## src/rtl/addsub_serial.sv

```systemverilog
// Chunk-serial two's-complement adder/subtractor: CHUNK bits per cycle, carry held between chunks.
// Optional macro ADDSUB_SATURATE_EN clamps the result to max/min on signed overflow.
module addsub_serial #(
  parameter int WIDTH = 16,
  parameter int CHUNK = 4
) (
  input  logic             clk,
  input  logic             rst_n,
  input  logic             in_valid,
  output logic             in_ready,
  input  logic [WIDTH-1:0] A,
  input  logic [WIDTH-1:0] B,
  input  logic             sub,
  output logic             out_valid,
  input  logic             out_ready,
  output logic [WIDTH-1:0] Sum,
  output logic             Ovfl,
  output logic             Cout,
  output logic             Zero,
  output logic             Neg
);
  localparam int N  = WIDTH / CHUNK;
  localparam int CW = (N > 1) ? $clog2(N) : 1;
  localparam logic [CHUNK-1:0] CMASK = {CHUNK{1'b1}};

  typedef enum logic [1:0] {IDLE, BUSY, DONE} state_t;
  state_t state, state_nx;

  logic [WIDTH-1:0] a_q, b_q, a_sh, b_sh, sum_nx, sum_fin;
  logic [CHUNK-1:0] a_c, b_c, s_c;
  logic [CW-1:0]    cnt;
  logic             carry, c_o, c_msb_in, ovfl_nx, accept, last;
  int               sh;

  always_comb begin
    state_nx  = state;
    in_ready  = (state == IDLE) || ((state == DONE) && out_ready);
    accept    = in_valid && in_ready;
    out_valid = (state == DONE);
    last      = (cnt == CW'(N - 1));
    case (state)
      IDLE:    if (accept) state_nx = BUSY;
      BUSY:    if (last) state_nx = DONE;
      DONE:    if (accept) state_nx = BUSY;
               else if (out_ready) state_nx = IDLE;
      default: state_nx = IDLE;
    endcase
  end

  // One chunk slice; the carry into the top bit is recovered from its sum bit.
  always_comb begin
    sh         = int'(cnt) * CHUNK;
    a_sh       = a_q >> sh;
    b_sh       = b_q >> sh;
    a_c        = a_sh[CHUNK-1:0];
    b_c        = b_sh[CHUNK-1:0];
    {c_o, s_c} = {1'b0, a_c} + {1'b0, b_c} + {{CHUNK{1'b0}}, carry};
    sum_nx     = (Sum & ~(WIDTH'(CMASK) << sh)) | (WIDTH'(s_c) << sh);
    c_msb_in   = a_c[CHUNK-1] ^ b_c[CHUNK-1] ^ s_c[CHUNK-1];
    ovfl_nx    = c_msb_in ^ c_o;
    sum_fin    = sum_nx;
`ifdef ADDSUB_SATURATE_EN
    if (ovfl_nx)
      sum_fin = a_q[WIDTH-1] ? {1'b1, {(WIDTH-1){1'b0}}} : {1'b0, {(WIDTH-1){1'b1}}};
`endif
  end

  always_ff @(posedge clk) begin
    if (!rst_n) begin
      state <= IDLE;
      cnt   <= '0;
      carry <= 1'b0;
      a_q   <= '0;
      b_q   <= '0;
      Sum   <= '0;
      Ovfl  <= 1'b0;
      Cout  <= 1'b0;
      Zero  <= 1'b0;
      Neg   <= 1'b0;
    end else begin
      state <= state_nx;
      if (accept) begin
        a_q   <= A;
        b_q   <= B ^ {WIDTH{sub}};
        carry <= sub;
        cnt   <= '0;
      end else if (state == BUSY) begin
        carry <= c_o;
        cnt   <= cnt + 1'b1;
        if (last) begin
          Sum  <= sum_fin;
          Cout <= c_o;
          Ovfl <= ovfl_nx;
          Zero <= (sum_fin == '0);
          Neg  <= sum_fin[WIDTH-1];
        end else begin
          Sum <= sum_nx;
        end
      end
    end
  end
endmodule

```

## config.mk

```make
export PLATFORM = sky130hd
export DESIGN_NAME = addsub_serial
export DESIGN_NICKNAME = d
export VERILOG_FILES = /design/src/rtl/addsub_serial.sv
export SDC_FILE = /design/constraint.sdc
export NUM_CORES = 1
export LEC_CHECK = 0
export ABC_CLOCK_PERIOD_IN_PS = 5050
export CAP_MARGIN = 20
export CORE_MARGIN = 2
export CORE_UTILIZATION = 50
export CTS_BUF_LIST = sky130_fd_sc_hd__clkbuf_4 sky130_fd_sc_hd__clkbuf_8
export DETAILED_ROUTE_END_ITERATION = 8
export PLACE_DENSITY = 0.88
export SYNTH_ARGS = -nofsm -noshare
export SYNTH_HDL_FRONTEND = slang
export SYNTH_SLANG_ARGS = --single-unit
```

## constraint.sdc

```tcl
create_clock -name clk -period 5.05 [get_ports clk]
set_input_delay 1.01 -clock clk [delete_from_list [all_inputs] [get_ports clk]]
set_output_delay 1.01 -clock clk [all_outputs]
set_load 0.05 [all_outputs]
```

==> results by group <==
Global routing
  • Total track usage: 0.2123
  • Pin count of the biggest net entering global routing: 55
  • Initial antenna violation count: 0
  • Vias in the first global route: 2101
  • First-pass GRT wire length: about 10 mm
  • GR Overflow Total: 0

Yosys
  • Syn nets: 323
  • Main synth FF type: dfxtp_1
  • Synthesized cell area: around 2700 µm²
  • Seq/Total Area, Yosys: 0.4280
  • Post-synth cell types: 40
  • Post-synth EDFFs: 0
  • Yosys top cell area share: 0.4280
  • Ys async rst share: 0
  • Ys Warns: 0
  • Synthesized netlist cell count: between 200 and 300
  • FF+latch count, synth: 57
  • Area contributors post-synth: dfxtp_1 (43%), mux4_2 (6.8%), nor2_1 (6.8%), mux2i_1 (6.0%), xnor2_1 (5.9%)
  • Mean Syn Cell Area: 9.626 µm²
  • Post-synth top area cell: dfxtp_1

Floorplanning
  • Row cnt: 26
  • Chip height: approximately 77 µm
  • Die ar.: a little under 6000 µm²
  • Die width: ~77 µm
  • Starting Density: 0.5187
  • Ports: 59
  • Core area: 5140 µm²

Detailed routing
  • Post-route ant nets: 0
  • DRC viols: 0
  • Total Routed Length: between 5 and 6 mm
  • Iter 0 DRT Violations: roughly 130
  • Wire per inst: around 14 µm
  • Vias: 2190
  • Vias per inst: roughly 5.4
  • DR pass1 iterations: 4

Timing
  • Fmax: about 0.28 GHz
  • Setup TNS: 0 ps
  • Least-Margin Pin Slew: approximately 1000 ps
  • Worst slew margin: 0.3094
  • Final setup fails: 0
  • Fin crit period: 3536 ps
  • Endpoints failing hold: 0
  • Final Skew: 11.52 ps
  • Pins Over Slew Limit: 0
  • RSZ-0062 raised after global routing: no
  • Final hold slack: about 450 ps
  • Period utilization: 0.7002

Clocking
  • Clk Tree Root Cell: clkbuf_8
  • CTS H-tree depth: 3
  • Hold buffers post-CTS: 0
  • Setup Fix Bufs, Post-CTS: 0
  • Max clock buf depth: 2
  • CTS tree: done
  • Skew-Pair Late Insertion Delay: about 350 ps
  • CTS buffer count: 9
  • Clock sink total: 57
  • Reg clk slew, reported paths: ~60 ps
  • Cts repair resizes: 0

Critical path
  • Crit. End Element: primary output
  • Flop2flop setup slack: ~1800 ps
  • Worst reg2reg path endpoint: Zero$_SDFFE_PN0P_
  • Setup CP Type: in -> out
  • Critical path arrival: around 2500 ps
  • Critical Path Start Type: input port
  • Worst reg2reg path depth: 8
  • Worst r2r src: cnt[0]$_SDFFE_PP0P_
  • Worst endpoint required time: ~4000 ps
  • CP max FO: 3

Power and ir drop
  • Overall power: ~0.0011 W
  • VDD IR max: around 170 µV
  • PD cells: roughly 320 nW/µm²
  • Leakage power: 1.274 nW

Layout
  • Register Area: 1141 µm²
  • Final Non-Filler Cells: around 400
  • Area Growth Syn to Fin: 30.31%
  • Nets: 379
  • Antenna diode count: 0
  • Multi-input logic area: 1413 µm²
  • Fill cell count: roughly 420
  • Share of cells above drive strength 1: 0.09172

Hold path
  • HP Start: Sum[15]$_SDFFE_PN0P_
  • Hold path cells: 2
  • Hold EP: Sum[15]$_SDFFE_PN0P_
  • Hold Crit Class: reg -> reg

Placed design
  • DP HPWL: 4.022 mm
  • I/O Buffers: just under 60
  • GP Congestion: approximately 0.8
  • DP Cell Count: between 300 and 400

Outcome
  • Status: complete, no violations

Job
  • Max Cap Viol: 0
## where the power goes
group	switching (W)	internal, W	total, W
clock	0.000177	0.000256	0.000433
sequential	0.0000191	0.000476	0.000495
combinational	0.0000995	0.0000953	0.000195
## layer usage
metal  vias to the layer above  track usage  wire, µm
li1                       1093            -         -
met3                        17      0.06000       331
met2                        75       0.3272      2701
met1                      1005       0.2624      2508
met5                         -            0         0
met4                         0       0.1321       140
## state kept, by name (all words and copies together) (netlist names)
register,count
b_q,16
Cout,1
a_q,16
Zero,1
Ovfl,1
cnt,2
carry,1
Sum,16
Neg,1
state,2
## layout make-up
| type | count | area share |
|---|---|---|
| inverters | 10 | 0.01080 |
| well taps | 70 | 0.02521 |
| multi-input cells | 195 | 0.4066 |
| flip-flops and latches | 57 | 0.3284 |
| repair buffers | 60 | 0.1714 |
| clock buffers | 13 | 0.04609 |
| clock inverters | 3 | 0.01152 |
## synthesized netlist by cell type, types with 3 or more instances
library cell and count:
a211oi_1 17, a21oi_1 10, a22oi_1 8, and2_1 3, buf_2 6, clkbuf_1 6, dfxtp_1 57, ha_1 7
inv_1 8, mux2i_1 16, mux4_2 8, nand2_1 13, nand3_1 6, nor2_1 48, nor2b_1 3, nor3_1 8
o21ai_1 3, or3_1 4, xnor2_1 18
## cell usage in the layout (no fill, tap or decap), drive strengths merged, types with 2 or more instances in the layout
cell type and instances:
fa 2, buf 2, xnor2 18, ha 7, nor2b 3, o21ai 4
a2bb2oi 2, nand3 6, and2 3, mux4 8, a2111oi 2, clkbuf 13
a211oi 18, o22a 2, nor4 2, clkdlybuf4s50 58, or4 2, clkinv 2
inv 10, nor3 8, nand2 14, or3 4, a21oi 10, a22oi 8
mux2i 16, dfxtp 57, nor2 48
## critical path, stage by stage
cell and delay, ps:
clkdlybuf4s50_1 450, inv_1 80, a21oi_1 170, clkdlybuf4s50_1 820
## cell families (layout without fill, tap and decap cells)
kind of cell / after synthesis / in the layout / synth area share
multiplexers: 24 / 24 / 0.1276
flip-flops: 57 / 57 / 0.4280
XOR/XNOR: 18 / 18 / 0.05913
AND/OR/NAND/NOR: 94 / 94 / 0.1600
buffers and inverters: 25 / 86 / 0.04223
AO/OA/AOI/OAI: 50 / 50 / 0.1352
adder cells (fa/ha/maj): 9 / 9 / 0.04786
## stage by stage
stage / worst slack [ps] / util / area (µm²)
5_1_grt: 1445 / 0.6760 / 3475
4_1_cts: 1515 / 0.6760 / 3475
3_3_place_gp: 1550 / 0.6371 / 3274
6_report: 1514 / 0.6760 / 3475
3_5_place_dp: 1514 / 0.6371 / 3274
2_1_floorplan: 2169 / - / 2666
## worst max path at each step
stage	from	to	slack (ps)	cells after the start
6_report	out_ready	in_ready	1510	4
3_3_place_gp	out_ready	in_ready	1550	4
5_1_grt	cnt[0]$_SDFFE_PP0P_	Zero$_SDFFE_PN0P_	1440	8
2_1_floorplan	out_ready	in_ready	2170	2
3_5_place_dp	out_ready	in_ready	1510	4
4_1_cts	out_ready	in_ready	1520	4
Note: power is estimated with default switching activity, not from simulation.
